File: config.mk
export PLATFORM = sky130hd
export DESIGN_NAME = block_shuffle_iter
export DESIGN_NICKNAME = d
export VERILOG_FILES = /design/src/rtl/boron_pkg.sv /design/src/rtl/block_shuffle_round.sv /design/src/rtl/block_shuffle_iter.sv
export SDC_FILE = /design/constraint.sdc
export NUM_CORES = 1
export LEC_CHECK = 0
export CAP_MARGIN = 0
export CORE_MARGIN = 4
export CORE_UTILIZATION = 43
export DETAILED_ROUTE_END_ITERATION = 8
export GPL_TIMING_DRIVEN = 0
export HOLD_SLACK_MARGIN = 0.1
export PLACE_DENSITY = 0.82
export SYNTH_ARGS = -nofsm -noshare
export SYNTH_HDL_FRONTEND = slang
export SYNTH_SLANG_ARGS = --single-unit
File: constraint.sdc
create_clock -name clk_i -period 2 [get_ports clk_i]
set_clock_uncertainty 0.15 [all_clocks]
set_input_delay 0.2 -clock clk_i [delete_from_list [all_inputs] [get_ports clk_i]]
set_output_delay 0.2 -clock clk_i [all_outputs]
set_load 0.005 [all_outputs]
File: src/rtl/boron_pkg.sv
// Shared types and Boron default sizing for the block-shuffle datapath.
package boron_pkg;

  // Control FSM for the iterative shuffle stage
  typedef enum logic [1:0] {
    ST_IDLE = 2'd0,
    ST_RUN  = 2'd1,
    ST_DONE = 2'd2
  } state_e;

  // Rotation direction select
  localparam logic MODE_ENC = 1'b0;  // rotate left
  localparam logic MODE_DEC = 1'b1;  // rotate right

  // Boron cipher defaults
  localparam int BORON_BLOCK_W    = 64;
  localparam int BORON_WORD_W     = 16;
  localparam int BORON_ROT        = 8;
  localparam int BORON_MAX_ROUNDS = 25;
  localparam int BORON_CNT_W      = 5;

endpackage

File: src/rtl/block_shuffle_round.sv
// One combinational shuffle round: every WORD_W word of the block is rotated
// by ROT bits independently (left for encrypt, right for decrypt).
module block_shuffle_round
  import boron_pkg::*;
#(
  parameter int DATA_W = BORON_BLOCK_W,
  parameter int WORD_W = BORON_WORD_W,
  parameter int ROT    = BORON_ROT
) (
  input  logic              mode_i,
  input  logic [DATA_W-1:0] data_i,
  output logic [DATA_W-1:0] data_o
);

  localparam int NUM_WORDS = DATA_W / WORD_W;

  for (genvar i = 0; i < NUM_WORDS; i++) begin : g_word
    logic [WORD_W-1:0] w;
    logic [WORD_W-1:0] w_rotl;
    logic [WORD_W-1:0] w_rotr;

    assign w      = data_i[i*WORD_W +: WORD_W];
    assign w_rotl = {w[WORD_W-ROT-1:0], w[WORD_W-1:WORD_W-ROT]};
    assign w_rotr = {w[ROT-1:0], w[WORD_W-1:ROT]};
    assign data_o[i*WORD_W +: WORD_W] = (mode_i == MODE_DEC) ? w_rotr : w_rotl;
  end

endmodule

File: src/rtl/block_shuffle_iter.sv
// Iterative block shuffle: accepts a block, applies one shuffle round per
// clock for a run-time round count, then holds the result until taken.
module block_shuffle_iter
  import boron_pkg::*;
#(
  parameter int DATA_W     = BORON_BLOCK_W,
  parameter int WORD_W     = BORON_WORD_W,
  parameter int ROT        = BORON_ROT,
  parameter int MAX_ROUNDS = BORON_MAX_ROUNDS,
  parameter int CNT_W      = BORON_CNT_W
) (
  input  logic              clk_i,
  input  logic              rst_i,
  input  logic              valid_i,
  output logic              ready_o,
  input  logic [DATA_W-1:0] data_i,
  input  logic              mode_i,
  input  logic [CNT_W-1:0]  rounds_i,
  output logic              valid_o,
  input  logic              ready_i,
  output logic [DATA_W-1:0] data_o
);

  // Reject parameter sets the datapath cannot implement
  if ((DATA_W % WORD_W) != 0 || ROT <= 0 || ROT >= WORD_W ||
      (2 ** CNT_W) <= MAX_ROUNDS) begin : g_param_check
    $fatal(1, "block_shuffle_iter: illegal parameter combination");
  end

  state_e              state_q;
  logic [CNT_W-1:0]    cnt_q;
  logic [DATA_W-1:0]   data_q;
  logic                mode_q;
  logic                valid_q;
  logic [DATA_W-1:0]   data_d;
  logic [CNT_W-1:0]    rounds_clamped;

  // Oversized round requests saturate at the cipher's maximum
  assign rounds_clamped = (rounds_i > CNT_W'(MAX_ROUNDS)) ? CNT_W'(MAX_ROUNDS) : rounds_i;

  block_shuffle_round #(
    .DATA_W (DATA_W),
    .WORD_W (WORD_W),
    .ROT    (ROT)
  ) u_round (
    .mode_i (mode_q),
    .data_i (data_q),
    .data_o (data_d)
  );

  // Control FSM, round counter and data register
  always_ff @(posedge clk_i) begin
    if (rst_i) begin
      state_q <= ST_IDLE;
      cnt_q   <= '0;
      data_q  <= '0;
      mode_q  <= MODE_ENC;
      valid_q <= 1'b0;
    end else begin
      case (state_q)
        ST_IDLE: begin
          if (valid_i) begin
            data_q <= data_i;
            mode_q <= mode_i;
            cnt_q  <= rounds_clamped;
            if (rounds_clamped == '0) begin
              state_q <= ST_DONE;
              valid_q <= 1'b1;
            end else begin
              state_q <= ST_RUN;
            end
          end
        end
        ST_RUN: begin
          data_q <= data_d;
          cnt_q  <= cnt_q - CNT_W'(1);
          if (cnt_q == CNT_W'(1)) begin
            state_q <= ST_DONE;
            valid_q <= 1'b1;
          end
        end
        ST_DONE: begin
          if (ready_i) begin
            valid_q <= 1'b0;
            state_q <= ST_IDLE;
          end
        end
        default: begin
          state_q <= ST_IDLE;
          valid_q <= 1'b0;
        end
      endcase
    end
  end

  assign ready_o = (state_q == ST_IDLE);
  assign valid_o = valid_q;
  assign data_o  = data_q;

endmodule

Yosys cells after proc, flatten, opt, wreduce, memory -nomap -nowiden

Cells that the tools add are included.

Input port bits: 74
Register bits: 72
Output and inout port bits: 66
Word-level logic and storage cells: 34

$add $sub $neg: 1
Mux-type cells: 15
Reduce and logical (&&, ||, !) cells: 6
$lt $le $gt $ge: 1
Equal/unequal tests: 7

Operator list:

| kind                | count |
|---|---|
| $pmux 64 s2         | 1 |
| $mux 64             | 1 |
| $mux 5              | 2 |
| $pmux 5 s2          | 1 |
| $mux 2              | 4 |
| $ne 2x2->1 const B  | 3 |
| $pmux 2 s3          | 1 |
| $eq 5x1->1 const B  | 1 |
| $gt 5x5->1 const B  | 1 |
| $logic_not 5->1     | 1 |
| $sub 5x1->5 const B | 1 |
| $mux 1              | 4 |
| $reduce_and 4->1    | 1 |
| $pmux 1 s3          | 1 |
| $reduce_and 3->1    | 1 |
| $eq 2x1->1 const B  | 1 |
| $eq 2x2->1 const B  | 1 |
| $logic_not 2->1     | 1 |
| $ne 2x1->1 const B  | 1 |
| $reduce_and 2->1    | 1 |
| $reduce_bool 2->1   | 1 |

Depth between registers and ports, before layout

Gate-level depths: netlist (run 1).

Depth after elaboration: 6
Mapped depth: 8
Gate-level depth less buffers: 6

By module

From an unflattened synthesis (run 1), not the netlist that was laid out.

Cell total of the unflattened synthesis: 489
Area, all modules: 3804.9 µm²

By module, submodules not included:

| module              | area each (µm²) | cells an instance | times used |
|---|---|---|---|
| block_shuffle_iter  | 3324.4          | 425               | 1 |
| block_shuffle_round | 480.5           | 64                | 1 |

Worst setup path before layout (run 1)

No wires, ideal clock.

Path kind: register -> register
From: reg state_q[1]
To: reg data_q[12], in the netlist data_o[12]
Required time: 1764 ps
Slack: 496 ps
Stages on the path, launching flop included: 8
Period minus slack after synthesis: 1504 ps
Arrival: 1268 ps
Setup time: 86 ps
Cells stage by stage: dfxtp_1 > buf_4 > nand2b_1 > buf_6 > buf_8 > buf_8 > mux2i_1 > a211oi_1

Longest elaborated chain between the ends: 3
Elaborated cells on any way between the ends: 6

RTL lines:

| what                                                      | line                     | text |
|---|---|---|
| start: declaration                                        | block_shuffle_iter.sv:30 | `state_e state_q;` |
| start signal: assignment                                  | block_shuffle_iter.sv:54 | `state_q <= ST_IDLE;` |
| start signal: assignment                                  | block_shuffle_iter.sv:67 | `state_q <= ST_DONE;` |
| start signal: assignment                                  | block_shuffle_iter.sv:70 | `state_q <= ST_RUN;` |
| $eq 2x1->1 or $logic_not 2->1 (tied branches)             | block_shuffle_iter.sv:60 | `case (state_q)` |
| $reduce_bool 2->1 (no line) or $ne 2x2->1 (tied branches) | -                        |  |
| $reduce_and 2->1 (no line)                                | -                        |  |
| end signal: assignment                                    | block_shuffle_iter.sv:63 | `data_q <= data_i;` |
| end signal: assignment                                    | block_shuffle_iter.sv:75 | `data_q <= data_d;` |
| end: declaration                                          | block_shuffle_iter.sv:32 | `logic [DATA_W-1:0] data_q;` |

Several ways; a longest one is shown, not always the timed one.
A chain may end at the register's enable or synchronous reset.

Final worst setup path (run 1)

From: reg state_q[0]
To: out ready_o

Longest elaborated chain between the ends: 1

RTL lines:

| what             | line                     | text |
|---|---|---|
| $logic_not 2->1  | block_shuffle_iter.sv:96 | `assign ready_o = (state_q == ST_IDLE);` |
| end: declaration | block_shuffle_iter.sv:15 | `output logic ready_o,` |

Every way passes these cells.

==> impl_metrics.env, run 1 <==
export IMPL_status="completed"
export IMPL_final_cell_mix="138 x clkdlybuf4s50_1, 72 x dfxtp_1, 71 x nor2_1, 65 x a211oi_1, 64 x mux2i_1"
export IMPL_hp_class="reg2reg"
export IMPL_slew_headroom_pct=63.0
export IMPL_diodes=0
export IMPL_critPathMaxStageDelay_ns=0.51
export IMPL_wirelength_um=9980
export IMPL_cp_required_ns=1.65
export IMPL_p_sw_mw=1.28
export IMPL_sw_frac_of_total_pct=27.6
export IMPL_numCtsBuffers=9
export IMPL_nFillCells=573
export IMPL_p_per_area_mw_per_mm2=916
export IMPL_min_delay_start="cnt_q[3]"
export IMPL_rr_startpoint="state_q[1]"
export IMPL_synth_top_area_share_pct=43.8
export IMPL_die_area_mm2=0.00913
export IMPL_placed_area_mm2=0.00480
export IMPL_rr_worst_depth=5
export IMPL_grtUsageTotal_pct=21.7
export IMPL_leakagePower_nw=2.22
export IMPL_grt_met1_usage_pct=28.0
export IMPL_drv_cap=0
export IMPL_seqPwrFrac_pct=38.5
export IMPL_timing_hold_violations_final=0
export IMPL_port_buffers=138
export IMPL_whs_path_depth=2
export IMPL_die_width_um=95.5
export IMPL_clk_path_buf_depth=2
export IMPL_rsz0062_at_grt="no"
export IMPL_area_delta_synth_final_pct=54.0
export IMPL_dpl_worst_slack_ns=-0.269
export IMPL_busiest_layer="met2"
export IMPL_rrSetupSlack_ns=0.19
export IMPL_start_util_pct=44.9
export IMPL_min_to="cnt_q[3]"
export IMPL_cp_start_kind="register"
export IMPL_p_int_mw=3.37
export IMPL_core_mm2=0.00733
export IMPL_ys_types=32
export IMPL_grt_ovfl_total=0
export IMPL_grt_pass1_vias=3167
export IMPL_synth_seq_cells=72
export IMPL_cts_tree="built"
export IMPL_arrival_ns=1.52
export IMPL_nets=576
export IMPL_holdWs_ns=0.349
export IMPL_setup_viol=0
export IMPL_timing_setup_tns_ns=0
export IMPL_synth_top_area_cell="dfxtp_1"
export IMPL_drtIter0Drc=114
export IMPL_wl_per_cell_um=16.5
export IMPL_syn_nets=427
export IMPL_met2_usage_pct=36.5
export IMPL_cts_clk_slew_worst_paths_ns=0.08
export IMPL_root_buffer="clkbuf_8"
export IMPL_grt_pass1_wl_um=15500
export IMPL_num_vias=3233
export IMPL_regToRegEndpoint="data_o[57]"
export IMPL_syn_area_mm2=0.00329
export IMPL_critPathKind="reg2out"
export IMPL_crit_path_end_kind="output pin"
export IMPL_drive_gt1_share_pct=6.73
export IMPL_postCtsSetupBuffers=0
export IMPL_critPathMaxFanout=10
export IMPL_worstSkewPairLatency_ns=0.34
export IMPL_tightest_slew_ns=0.550
export IMPL_finalWorstPathRequiredPeriod_ns=1.87
export IMPL_antenna_found_initial=0
export IMPL_placed_cells=588
export IMPL_synth_yosys_warnings=0
export IMPL_syn_area_per_cell_um2=9.39
export IMPL_grt_max_degree=13
export IMPL_grt_use_met3_pct=4.03
export IMPL_ios=140
export IMPL_cp_slowest_cell="clkdlybuf4s50_1"
export IMPL_htreeDepth=3
export IMPL_drtAntennaViolNets=0
export IMPL_path_cells="clkbuf_2 -> nor2_1 -> clkdlybuf4s50_1"
export IMPL_dr_pass1_iters=4
export IMPL_clock_sinks=72
export IMPL_seq_area_frac_synth_pct=43.8
export IMPL_fin_ws_ns=0.127
export IMPL_gp_congestion=0.777
export IMPL_chipHeight_um=95.5
export IMPL_combinationalPowerShare_pct=28.5
export IMPL_vdd_ir_drop_max_mv=0.507
export IMPL_dp_hpwl_um=7220
export IMPL_num_rows=31
export IMPL_final_common_cell="clkdlybuf4s50_1"
export IMPL_instances_no_fill=604
export IMPL_clkPwrFrac_pct=33.0
export IMPL_synthCells=351
export IMPL_fin_area_mm2=0.00507
export IMPL_fmaxAchievable_ghz=0.534
export IMPL_synthTopCellsByArea="dfxtp_1 44%, mux2i_1 19%, a211oi_1 15%"
export IMPL_viasPerCell=5.35
export IMPL_drc_errors=0
export IMPL_slew_viol_final=0
export IMPL_finalCritPeriodShare_pct=93.7
-- flip-flops by register name (all words and copies together) (netlist names) --
name	flops
valid_o	1
data_o	64
cnt_q	5
state_q	2
-- how the worst max path moves through the flow --
| stage | startpoint | end |
|---|---|---|
| after floorplan | state_q[1] | data_o[12] |
| after global placement | valid_i | data_o[50] |
| after detailed placement | valid_i | data_o[11] |
| after CTS | state_q[0] | ready_o |
| after global routing | state_q[0] | data_o[57] |
| final | state_q[0] | ready_o |
-- repair_timing --
item,in CTS,in global routing
endpoints found under the setup margin,0,21
hold buffers,0,0
gates resized for setup,0,7
-- cell type report --
cell class	instances	area (um^2)	share of cell area [%]
sequential	72	1440	28.4
timing repair buffer	138	1380	27.2
inverter	5	18.8	0.370
multi-input combinational	242	1660	32.6
clock inverter	5	128	2.51
buffer	32	184	3.62
tap	99	124	2.44
clock buffer	11	141	2.79
-- cells by family (layout without fill, tap and decap cells) --
logic type	count (synthesis)	count (layout)	synth area share, %
fa+ha+maj	2	2	0.759
flops	72	72	43.8
mux	64	64	19.4
buf+inv	37	191	5.96
simple gates	90	90	11.1
xor+xnor	1	1	0.266
compound gates	85	85	18.8
-- metrics by stage --
step	utilization (%)	total power [mW]
floorplan	-	2.46
global placement	65.5	3.11
detailed placement	65.5	3.14
CTS	69.1	4.68
global route	69.2	4.89
finish	69.2	4.65
-- layer usage --
layer | wire length [um] | up-vias
met1 | 4460 | 1527
met4 | 138 | 0
met2 | 4800 | 121
li1 | - | 1571
met5 | 0 | -
met3 | 587 | 14
-- critical path, delay by kind of cell, from the launching register on --
family	cells	cell delay, ns
buf+inv	2	0.71
flops	1	0.34
simple gates	1	0.14
-- power groups by stage --
stage          combinational, mW  clock [mW]  sequential, mW
2_1_floorplan              0.649           0            1.81
3_3_place_gp                1.30           0            1.81
3_5_place_dp                1.32           0            1.82
4_1_cts                     1.33        1.55            1.79
5_1_grt                     1.44        1.62            1.82
6_report                    1.33        1.53            1.79
-- cells in the mapped netlist --
cell	n
dfxtp_1	72
nor2_1	71
a211oi_1	65
mux2i_1	64
clkbuf_1	15
nand2_1	8
a21oi_1	6
buf_4	6
inv_1	5
buf_1	4
buf_2	4
o21ai_0	4
a31oi_1	3
buf_8	2
ha_1	2
nand3_1	2
nor2b_1	2
nor3_1	2
a2111oi_0	1
a21o_1	1
a221o_1	1
buf_6	1
nand2b_1	1
nand3b_1	1
nor2_2	1
nor3b_1	1
o221ai_1	1
o2bb2ai_1	1
o32ai_1	1
o41ai_1	1
or4_1	1
xor2_1	1
No activity file was read; power rests on OpenSTA's default activity.
==> inputs of run 2 (changes only) <==
- ABC_AREA: default -> 1
- CORE_UTILIZATION: 43 -> 44
==> run 2 against run 1 <==
  * Synthesized cell count rose by 43%
  * Worst hold slack got worse by 0.038 ns
  * First-iteration DRC count grew 52%
  * Largest power group unchanged
  * Highest routed layer unchanged
==> impl_metrics.env, run 2 <==
export IMPL_synth_seq_cells=72
export IMPL_yosys_top_cells_count="86 x nand2_1, 78 x o21ai_1, 75 x inv_1, 72 x dfxtp_1, 70 x a21oi_1"
export IMPL_synthArstFlopShare_pct=0
export IMPL_finalWorstPathRequiredPeriod_ns=1.84
export IMPL_cp_start_kind="register"
export IMPL_grtUsageTotal_pct=23.1
export IMPL_crit_path_end_kind="output pin"
export IMPL_tightest_slew_ns=0.459
export IMPL_synth_edf_count=0
export IMPL_synthTopCellsByArea="dfxtp_1 41%, o21ai_1 11%, a21oi_1 10%"
export IMPL_clock_sinks=72
export IMPL_critPathKind="reg2out"
export IMPL_synth_top_area_cell="dfxtp_1"
export IMPL_chipHeight_um=97.2
export IMPL_p_sw_mw=1.55
export IMPL_final_common_cell="clkdlybuf4s50_1"
export IMPL_root_buffer="clkbuf_8"
export IMPL_final_cell_mix="138 x clkdlybuf4s50_1, 86 x nand2_1, 78 x o21ai_1, 75 x inv_1, 72 x dfxtp_1"
export IMPL_wl_per_cell_um=14.4
export IMPL_critPathMaxFanout=8
export IMPL_synth_yosys_warnings=0
export IMPL_slew_headroom_pct=69.4
export IMPL_start_util_pct=45.3
export IMPL_dpl_worst_slack_ns=0.166
export IMPL_dr_pass1_iters=4
export IMPL_vdd_ir_drop_max_mv=0.400
export IMPL_cp_slowest_cell="clkdlybuf4s50_1"
export IMPL_numCtsBuffers=9
export IMPL_drive_gt1_share_pct=7.47
export IMPL_grt_pass1_wl_um=18200
export IMPL_postCtsHoldBufs=0
export IMPL_ys_types=19
export IMPL_ios=140
export IMPL_finalCritPeriodShare_pct=91.8
export IMPL_crit_buf_inv=2
export IMPL_p_per_area_mw_per_mm2=903
export IMPL_wirelength_um=10900
export IMPL_multi_input_area_mm2=0.00149
export IMPL_startpoint="state_q[0]"
export IMPL_cts_tree="built"
export IMPL_drtAntennaViolNets=0
export IMPL_sw_frac_of_total_pct=33.0
export IMPL_nFillCells=660
export IMPL_syn_nets=579
export IMPL_drtIter0Drc=173
export IMPL_path_cells="buf_6 -> nor2_1 -> clkdlybuf4s50_1"
export IMPL_grt_pass1_vias=3862
export IMPL_largest_reg_flops=64
export IMPL_die_width_um=97.2
export IMPL_grt_ovfl_total=0
export IMPL_drv_cap=0
export IMPL_nets=728
export IMPL_fin_ws_ns=0.164
export IMPL_synth_top_area_share_pct=41.2
export IMPL_cts_clk_slew_worst_paths_ns=0.07
export IMPL_holdWs_ns=0.311
export IMPL_syn_area_per_cell_um2=6.95
export IMPL_fmaxAchievable_ghz=0.545
export IMPL_num_rows=32
export IMPL_critPathMaxStageDelay_ns=0.54
export IMPL_hp_class="reg2reg"
export IMPL_clkPwrFrac_pct=23.6
export IMPL_drc_errors=0
export IMPL_status="completed"
export IMPL_combinationalPowerShare_pct=37.9
export IMPL_cts_resized=0
export IMPL_p_int_mw=3.14
export IMPL_die_area_mm2=0.00944
export IMPL_crit_family="buffers and inverters"
export IMPL_core_mm2=0.00773
export IMPL_grt_max_degree=12
export IMPL_port_buffers=138
export IMPL_antenna_found_initial=0
export IMPL_rr_startpoint="state_q[0]"
export IMPL_diodes=0
export IMPL_gp_congestion=0.890
export IMPL_post_route_util_pct=67.3
export IMPL_seqPwrFrac_pct=38.5
export IMPL_syn_area_mm2=0.00350
export IMPL_worstSkewPairLatency_ns=0.34
export IMPL_seq_area_frac_synth_pct=41.2
export IMPL_num_vias=3901
export IMPL_timing_hold_violations_final=0
export IMPL_synth_ff_type="dfxtp_1"
export IMPL_postCtsSetupBuffers=0
export IMPL_viasPerCell=5.15
export IMPL_min_delay_start="data_o[58]"
export IMPL_cp_required_ns=1.65
export IMPL_clk_path_buf_depth=2
export IMPL_yosysMostFrequentCell="nand2_1"
export IMPL_rsz0062_at_grt="no"
export IMPL_area_delta_synth_final_pct=48.6
export IMPL_leakagePower_nw=2.19
export IMPL_arrival_ns=1.49
export IMPL_timing_setup_tns_ns=0
export IMPL_placed_area_mm2=0.00501
export IMPL_setup_viol=0
export IMPL_fin_area_mm2=0.00520
export IMPL_register_area_mm2=0.00144
export IMPL_dp_hpwl_um=7970
export IMPL_synthCells=503
export IMPL_htreeDepth=3
export IMPL_slew_viol_final=0
[run 2: cell types whose count changed in the layout (fill, tap and decap cells not counted), moves of 64 or more]
cell and change:
nand2_1 +78, o21ai_1 +78, inv_1 +70, a211oi_1 -65
a21oi_1 +64, mux2i_1 -64
[run 2: power by group through the flow]
stage | registers [mW] | logic, mW | clock network, mW
detailed placement | 1.84 | 1.77 | 0
CTS | 1.81 | 1.79 | 1.13
floorplan | 1.84 | 0.914 | 0
global placement | 1.83 | 1.74 | 0
global route | 1.84 | 1.97 | 1.20
finish | 1.81 | 1.78 | 1.11
[run 2: cell families after synthesis]
group | count (synthesis) | share of synthesized area, %
adders and majority gates | 2 | 0.715
AOI/OAI and AO/OA | 203 | 29.1
buffers and inverters | 115 | 16.2
DFF | 72 | 41.2
and+or+nand+nor | 110 | 12.5
xor gates and xnor gates | 1 | 0.250
[run 2: final cells by class]
class	count	share of cell area (%)
multi-input combinational	316	28.7
sequential	72	27.7
timing repair buffer	138	26.6
inverter	78	5.63
buffer	37	5.25
clock buffer	13	3.44
tap	102	2.45
clock inverter	2	0.241
[run 2: path summary, 6_finish.rpt]
| kind | slack [ns] | endpoint | cells past startpoint |
|---|---|---|---|
| worst max-delay path | 0.16 | ready_o | 3 |
| worst min-delay path | 0.31 | data_o[58] | 2 |
| worst max register to register | 0.47 | data_o[30] | 6 |
| worst min register to register | 0.31 | data_o[58] | 2 |
[run 2: per-layer routing]
layer	GRT usage (%)	wire, um
met1	28.7	4680
met2	37.8	5310
met3	6.17	742
met4	9.18	210
met5	0	0
[run 2: tightest hold or removal path, cell delays in order (launching register included)]
cell and delay, ns:
dfxtp_1 0.31, inv_1 0.06, a21oi_1 0.05
[run 2: per-stage QoR]
step / total power, mW / std cells
2_1_floorplan: 2.76 / 503
3_3_place_gp: 3.57 / 743
3_5_place_dp: 3.61 / 743
4_1_cts: 4.73 / 758
5_1_grt: 5.01 / 758
6_report: 4.70 / 758
==> inputs of run 3 (changes only) <==
- ABC_AREA: 1 -> default
- CORE_UTILIZATION: 44 -> 43
==> results of run 3 <==
Final layout, timing and power as in run 1 (identical DEF).
